File: src/rtl/deser_pkg.sv
// Shared types and sizing for the 1:8 bit-lane deserializer.
// Latency: n/a (declarations only).
// Backpressure: n/a.
package deser_pkg;

  localparam int N     = 8;
  localparam int SEL_W = $clog2(N);

  typedef logic [N-1:0]     word_t;
  typedef logic [SEL_W-1:0] sel_t;

  // Index of the final bit of a word; accepting it completes the word.
  localparam sel_t LAST_IDX = sel_t'(N - 1);

endpackage

File: src/rtl/demux_1x8.sv
// One-hot 1-to-8 write-enable decoder; select 0 drives we[0], like the serializer mux.
// Latency: purely combinational.
// Backpressure: none; en gates every output low.
module demux_1x8 (
  input  logic       en,
  input  logic [2:0] s,
  output logic [7:0] we
);

  // Decode the select into a single asserted write enable when enabled.
  always_comb begin
    we = '0;
    if (en) begin
      we[s] = 1'b1;
    end
  end

endmodule

File: src/rtl/deser_1x8.sv
// Serial-to-parallel deserializer: LSB-first bits assembled into a byte behind ready/valid.
// Latency: dout_valid rises on the edge that accepts the eighth bit.
// Backpressure: din_ready drops only on the final bit while the output slot is full and not draining.
module deser_1x8
  import deser_pkg::*;
(
  input  logic             clk,
  input  logic             rst,
  input  logic             din,
  input  logic             din_valid,
  output logic             din_ready,
  input  logic             sync,
  output word_t            dout,
  output logic             dout_valid,
  input  logic             dout_ready,
  output logic [SEL_W-1:0] bit_idx,
  output logic             frame_err
);

  sel_t   bit_idx_q, bit_idx_d;
  word_t  asm_q, asm_d;
  word_t  dout_q, dout_d;
  logic   dout_valid_q, dout_valid_d;
  logic   frame_err_q, frame_err_d;

  logic   last_bit;
  logic   accept;
  logic   load;
  sel_t   wr_sel;
  word_t  we;

  assign last_bit = (bit_idx_q == LAST_IDX);

  // A sync abandons any final-bit stall: the pending bit restarts the frame
  // at position 0, so it must be accepted even while the slot is blocked.
  assign din_ready = sync || !(last_bit && dout_valid_q && !dout_ready);
  assign accept    = din_valid && din_ready;

  // sync steers the incoming bit to position 0 regardless of the counter.
  assign wr_sel = sync ? '0 : bit_idx_q;

  // A word completes only on a non-sync accept of the final bit.
  assign load = accept && last_bit && !sync;

  demux_1x8 u_demux (
    .en (accept),
    .s  (wr_sel),
    .we (we)
  );

  // Write the accepted bit into the assembly register at the decoded position.
  always_comb begin
    asm_d = asm_q;
    for (int i = 0; i < N; i++) begin
      if (we[i]) begin
        asm_d[i] = din;
      end
    end
  end

  // Next-state for the bit counter, output slot and frame error pulse.
  always_comb begin
    bit_idx_d = bit_idx_q;
    if (sync) begin
      bit_idx_d = accept ? sel_t'(1) : '0;
    end else if (accept) begin
      bit_idx_d = last_bit ? '0 : bit_idx_q + sel_t'(1);
    end

    // asm_d already carries the final bit in position N-1.
    dout_d       = load ? asm_d : dout_q;
    dout_valid_d = load || (dout_valid_q && !dout_ready);

    frame_err_d  = sync && (bit_idx_q != '0);
  end

  // State registers with synchronous reset.
  always_ff @(posedge clk) begin
    if (rst) begin
      bit_idx_q    <= '0;
      asm_q        <= '0;
      dout_q       <= '0;
      dout_valid_q <= 1'b0;
      frame_err_q  <= 1'b0;
    end else begin
      bit_idx_q    <= bit_idx_d;
      asm_q        <= asm_d;
      dout_q       <= dout_d;
      dout_valid_q <= dout_valid_d;
      frame_err_q  <= frame_err_d;
    end
  end

  assign bit_idx    = bit_idx_q;
  assign dout       = dout_q;
  assign dout_valid = dout_valid_q;
  assign frame_err  = frame_err_q;

endmodule

File: config.mk
export PLATFORM = sky130hd
export DESIGN_NAME = deser_1x8
export DESIGN_NICKNAME = d
export VERILOG_FILES = /design/src/rtl/deser_pkg.sv /design/src/rtl/demux_1x8.sv /design/src/rtl/deser_1x8.sv
export SDC_FILE = /design/constraint.sdc
export NUM_CORES = 1
export LEC_CHECK = 0
export CAP_MARGIN = 10
export CORE_MARGIN = 8
export CORE_UTILIZATION = 53
export CTS_CLUSTER_DIAMETER = 200
export DETAILED_ROUTE_END_ITERATION = 10
export PLACE_DENSITY = 0.89
export SLEW_MARGIN = 25
export SYNTH_ARGS = -nofsm -noshare
export SYNTH_HDL_FRONTEND = slang
export SYNTH_SLANG_ARGS = --single-unit
File: constraint.sdc
create_clock -name clk -period 2.8 [get_ports clk]
set_input_delay 0.56 -clock clk [delete_from_list [all_inputs] [get_ports clk]]
set_output_delay 0.56 -clock clk [all_outputs]
set_load 0.01 [all_outputs]
# ---- Yosys cells after proc, flatten, opt, wreduce, memory -nomap -nowiden
# Index checks and enable logic that the tools add are counted.
dict set report classes {
  n_addsub 1
  order_cmp 2
  n_eq_ne 1
  muxes 16
  reduce_logical 15
}
# op n
set op_table {}
lappend op_table {{2-to-1 mux 3 bit} 4}
lappend op_table {{2-to-1 mux 1 bit} 10}
lappend op_table {{logical AND 1 bit} 8}
lappend op_table {{2-to-1 mux 8 bit} 1}
lappend op_table {{< comparator 3 x 4 -> 1 bit, second input constant} 1}
lappend op_table {{adder 3 x 1 -> 3 bit, second input constant} 1}
lappend op_table {{demux 1 bit (select 3 bit)} 1}
lappend op_table {{equality test 3 bit, second input constant} 1}
lappend op_table {{greater-or-equal comparator 3 x 1 -> 1 bit, second input constant} 1}
lappend op_table {{logical NOT 1 bit} 3}
lappend op_table {{nonzero test 3 bit} 1}
lappend op_table {{logical OR 1 bit} 2}
lappend op_table {{nonzero test 2 bit} 1}
dict set report totals {
  reg_bits 21
  output_inout_bits 14
  wordCells 40
}

# ---- Longest topological paths before layout
# Gate-level depths: netlist (run 1).
dict set report logic_depth {
  ltp_word 9
  depth_mapped 7
  depth_no_buf 6
}

# ---- Hierarchy
# A second synthesis (run 1) with hierarchy kept.
dict set report unflattened {
  hier_cells 93
  hier_area_um2 1014.7
}
# module instances cells_each area_per_inst_um2 seq_area_each_um2
set by_module_without_submodules {}
lappend by_module_without_submodules {deser_1x8 1 85 919.6 420.4}
lappend by_module_without_submodules {demux_1x8 1 8 95.1 0.0}

# ---- Least setup slack after synthesis (run 1)
# No wires, ideal clock.
dict set report synth_timing {
  path_kind {register -> register}
  start {register bit_idx_q[0] (netlist: bit_idx[0])}
  end {register asm_q[7]}
  setup_time_ps 128
  arrival_ps 1759
  slack_ps 914
  stages_incl_launch_ff 8
  path_buffers 1
  synth_period_minus_slack_ps 1886
  path_cell_list {dfxtp_1 > ha_1 > ha_1 > and3b_1 > buf_2 > nor3_1 > mux2i_1 > nor2_1}
}
dict set report synth_via {
  elab_chain_len 8
}
# item line
set synth_lines {}
lappend synth_lines {{start, declared} deser_1x8.sv:20} ;# sel_t bit_idx_q, bit_idx_d;
lappend synth_lines {{start signal, assigned} deser_1x8.sv:86} ;# bit_idx_q <= bit_idx_d;
lappend synth_lines {{branches (longest 6 deep; another with < comparator 3 x 4 -> 1 bit)} -}
lappend synth_lines {{2-to-1 mux 8 bit *} demux_1x8.sv:13} ;# if (en) begin
lappend synth_lines {{2-to-1 mux 1 bit *} deser_1x8.sv:55} ;# if (we[i]) begin
lappend synth_lines {{end signal, assigned} deser_1x8.sv:87} ;# asm_q <= asm_d;
lappend synth_lines {{end, declared} deser_1x8.sv:21} ;# word_t asm_q, asm_d;
# Mark *: on every way between the ends.
# A chain may end at the register's enable or synchronous reset.

# ---- Worst setup path in the final report (run 1)
dict set report layout_timing {
  start {register bit_idx_q[1] (netlist: bit_idx[1])}
  end {output port din_ready}
}
dict set report layout_via {
  elab_chain_len 5
}
# item line
set layout_lines {}
lappend layout_lines {{equality test 3 bit} deser_1x8.sv:32} ;# assign last_bit = (bit_idx_q == LAST_IDX);
lappend layout_lines {{logical AND 1 bit (2 in a row)} deser_1x8.sv:36} ;# assign din_ready = sync || !(last_bit && dout_valid_q && !dout_ready);
lappend layout_lines {{logical NOT 1 bit} deser_1x8.sv:36}
lappend layout_lines {{logical OR 1 bit} deser_1x8.sv:36}
lappend layout_lines {{end, declared} deser_1x8.sv:11} ;# output logic din_ready,
# No other way between the ends.

==> impl_metrics.env, run 1 <==
export IMPL_min_from="asm_q[0]$_SDFF_PP0_"
export IMPL_tightest_slew_ns=0.670
export IMPL_post_route_period_util=0.959
export IMPL_yosysSeqAreaShare=0.408
export IMPL_start_util=0.542
export IMPL_required_ns=2.24
export IMPL_syn_num_nets=118
export IMPL_grt_pass1_wl_mm=3.61
export IMPL_final_cells=155
export IMPL_cp_max_fo=9
export IMPL_die_w_um=60.1
export IMPL_fmax_mhz=373
export IMPL_fillers=156
export IMPL_netlist_area_um2=1030
export IMPL_r2r_slack_ns=0.68
export IMPL_std_cell_rows=16
export IMPL_cts_resized=0
export IMPL_yosys_top_cells_area="dfxtp_1 41%, mux2i_1 9.7%, a211oi_1 5.8%, nor3_1 5.3%, o21bai_1 5.1%"
export IMPL_cts_made_buffers=3
export IMPL_die_y_um=60.1
export IMPL_critPathLaunch="bit_idx[1]$_SDFFE_PP0P_"
export IMPL_maxSlewViolCount=0
export IMPL_clk_pin_slew_ns=0.12
export IMPL_final_nets=138
export IMPL_slew_headroom=0.552
export IMPL_routed_via_density=5.43
export IMPL_ff2ff_path_depth=6
export IMPL_timing_rr_end="bit_idx[0]$_SDFFE_PP0P_"
export IMPL_clock_skew_ns=0.00667
export IMPL_clk_latency_ns=0.31
export IMPL_via_count=842
export IMPL_synth_most_common_cell="dfxtp_1"
export IMPL_first_pass_iters=4
export IMPL_grt_pass1_vias=788
export IMPL_crit_path_start_kind="register"
export IMPL_cp_end_kind="primary output"
export IMPL_cts_max_level=1
export IMPL_regArea_um2=422
export IMPL_clockBufferDepth=2
export IMPL_hold_viol=0
export IMPL_grt_overflow=0
export IMPL_coreArea_um2=1900
export IMPL_place_inst=151
export IMPL_synthArstFlopShare=0
export IMPL_multi_input_area_um2=577
export IMPL_finalCriticalPeriod_ns=2.68
export IMPL_remaining_drc_errors=0
export IMPL_setup_tns_ns=0
export IMPL_grt_setup_unrepaired="false"
export IMPL_power_density_nw_per_um2=391
export IMPL_whs_path_depth=2
export IMPL_crit_type="reg -> out"
export IMPL_setup_violations=0
export IMPL_avgRoutedWirePerCell_um=14.2
export IMPL_hpwl_mm=1.64
export IMPL_yosys_cell_types_count=27
export IMPL_detail_route_iter0_violations=11
export IMPL_synth_top_area_frac=0.408
export IMPL_gp_congestion=0.856
export IMPL_numClockSinks=21
export IMPL_post_cts_buffers=0
export IMPL_vdd_drop_max_mv=0.300
export IMPL_maxCapViolCount=0
export IMPL_hold_class="reg -> reg"
export IMPL_grt_start_max_net_pins=22
export IMPL_status="finished clean"
export IMPL_syn_area_per_cell_um2=9.46
export IMPL_arrival_ns=2.12
export IMPL_drive_above_1_share=0.117
export IMPL_synth_commonest_cells="21 x dfxtp_1, 11 x nor2_1, 11 x nor3_1"
export IMPL_critPathCapture="din_ready"
export IMPL_port_buffers=19
export IMPL_diodes=0
export IMPL_r2r_start="bit_idx[1]$_SDFFE_PP0P_"
export IMPL_final_antenna_net_count=0
export IMPL_synth_area_leader_cell="dfxtp_1"
export IMPL_dominantRegCellSynth="dfxtp_1"
export IMPL_synthCells=109
export IMPL_ys_ff_latch=21
export IMPL_grt_usage=0.135
export IMPL_p_leak_nw=0.453
export IMPL_areaGrowthSynthToFinish_pct=23.4
export IMPL_cts_tree="yes"
export IMPL_clockRootBuffer="clkbuf_4"
export IMPL_die_area_um2=3610
export IMPL_io_pins=20
export IMPL_antenna_found_initial=0
export IMPL_routed_wirelength_mm=2.20
export IMPL_synth_edf_count=0
export IMPL_holdBufCountCts=0
export IMPL_ys_warnings_count=0
==> layout make-up <==
| cell class | instances | area share |
|---|---|---|
| clock buffers | 3 | 0.0177 |
| clock inverters | 1 | 0.00393 |
| multi-input cells | 80 | 0.453 |
| well taps | 27 | 0.0265 |
| flip-flops and latches | 21 | 0.331 |
| inverters | 2 | 0.00590 |
| repair buffers | 21 | 0.161 |
==> critical path, cell delays in order (launching register included) <==
cell and delay [ns]:
dfxtp_1 0.54, ha_1 0.22, ha_1 0.21, nor2b_1 0.28, nand2b_1 0.08, clkdlybuf4s50_1 0.48
==> cell usage in the layout (no fill, tap or decap), drive strengths merged, types with 3 or more instances in the layout <==
master / Yosys / routed
a211oi: 8 / 8
a21oi: 3 / 3
clkbuf: 3 / 3
clkdlybuf4s50: 0 / 19
dfxtp: 21 / 21
ha: 3 / 3
mux2i: 10 / 10
nand2b: 5 / 5
nor2: 11 / 11
nor2b: 3 / 3
nor3: 16 / 16
o21ai: 3 / 3
o21bai: 7 / 7
==> metal layers <==
| layer | vias to the layer above | wire (um) | GRT usage |
|---|---|---|---|
| li1 | 427 | - | - |
| met1 | 382 | 950 | 0.152 |
| met2 | 24 | 1070 | 0.220 |
| met3 | 9 | 96 | 0.0280 |
| met4 | 0 | 76 | 0.0918 |
| met5 | - | 0 | 0 |
==> per-stage QoR <==
| stage | utilization | hold slack (ns) | area [um2] | setup WS, ns | power [mW] |
|---|---|---|---|---|---|
| 5_1_grt | 0.669 | 0.527 | 1270 | 0.0110 | 0.519 |
| 3_3_place_gp | 0.654 | 0.468 | 1240 | 0.416 | 0.356 |
| 3_5_place_dp | 0.654 | 0.473 | 1240 | 0.393 | 0.357 |
| 6_report | 0.669 | 0.485 | 1270 | 0.115 | 0.498 |
| 2_1_floorplan | - | 0.453 | 1030 | 0.914 | 0.339 |
| 4_1_cts | 0.668 | 0.487 | 1270 | 0.115 | 0.502 |
==> state kept, by name (all words and copies together) (netlist names) <==
signal,flops
asm_q,8
bit_idx,3
dout,8
dout_valid,1
frame_err,1
==> cells by family (layout without fill, tap and decap cells) <==
group	after synthesis	in the layout	share of synthesized area
AOI/OAI and AO/OA	21	21	0.138
muxes	10	10	0.0971
buffers and inverters	8	27	0.0328
adders and majority gates	3	3	0.0364
and+or+nand+nor	46	46	0.288
DFF	21	21	0.408
==> where the power goes <==
part / switching (mW) / leakage (nW) / internal (mW)
Combinational: 0.0224 / 0.265 / 0.0224
Sequential: 0.00429 / 0.170 / 0.302
Clock: 0.0933 / 0.0177 / 0.0534
==> how the worst min path moves through the flow <==
stage,to
2_1_floorplan,asm_q[0]$_SDFF_PP0_
3_3_place_gp,asm_q[0]$_SDFF_PP0_
3_5_place_dp,asm_q[0]$_SDFF_PP0_
4_1_cts,asm_q[0]$_SDFF_PP0_
5_1_grt,asm_q[0]$_SDFF_PP0_
6_report,asm_q[0]$_SDFF_PP0_
No activity file was read; power rests on OpenSTA's default activity.
==> inputs of run 2 (changes only) <==
--- a/config.mk
+++ b/config.mk
@@ -15,3 +15,4 @@
 export SYNTH_ARGS = -nofsm -noshare
 export SYNTH_HDL_FRONTEND = slang
 export SYNTH_SLANG_ARGS = --single-unit
+export TNS_END_PERCENT = 5
==> results of run 2 <==
The final DEF is identical to that of run 1; final timing and power are the same.
==> inputs of run 3 (changes only) <==
--- a/config.mk
+++ b/config.mk
@@ -11,6 +11,7 @@
 export CTS_CLUSTER_DIAMETER = 200
 export DETAILED_ROUTE_END_ITERATION = 10
 export PLACE_DENSITY = 0.89
+export SKIP_LAST_GASP = 1
 export SLEW_MARGIN = 25
 export SYNTH_ARGS = -nofsm -noshare
 export SYNTH_HDL_FRONTEND = slang
==> results of run 3 <==
The final DEF is identical to that of run 1; final timing and power are the same.
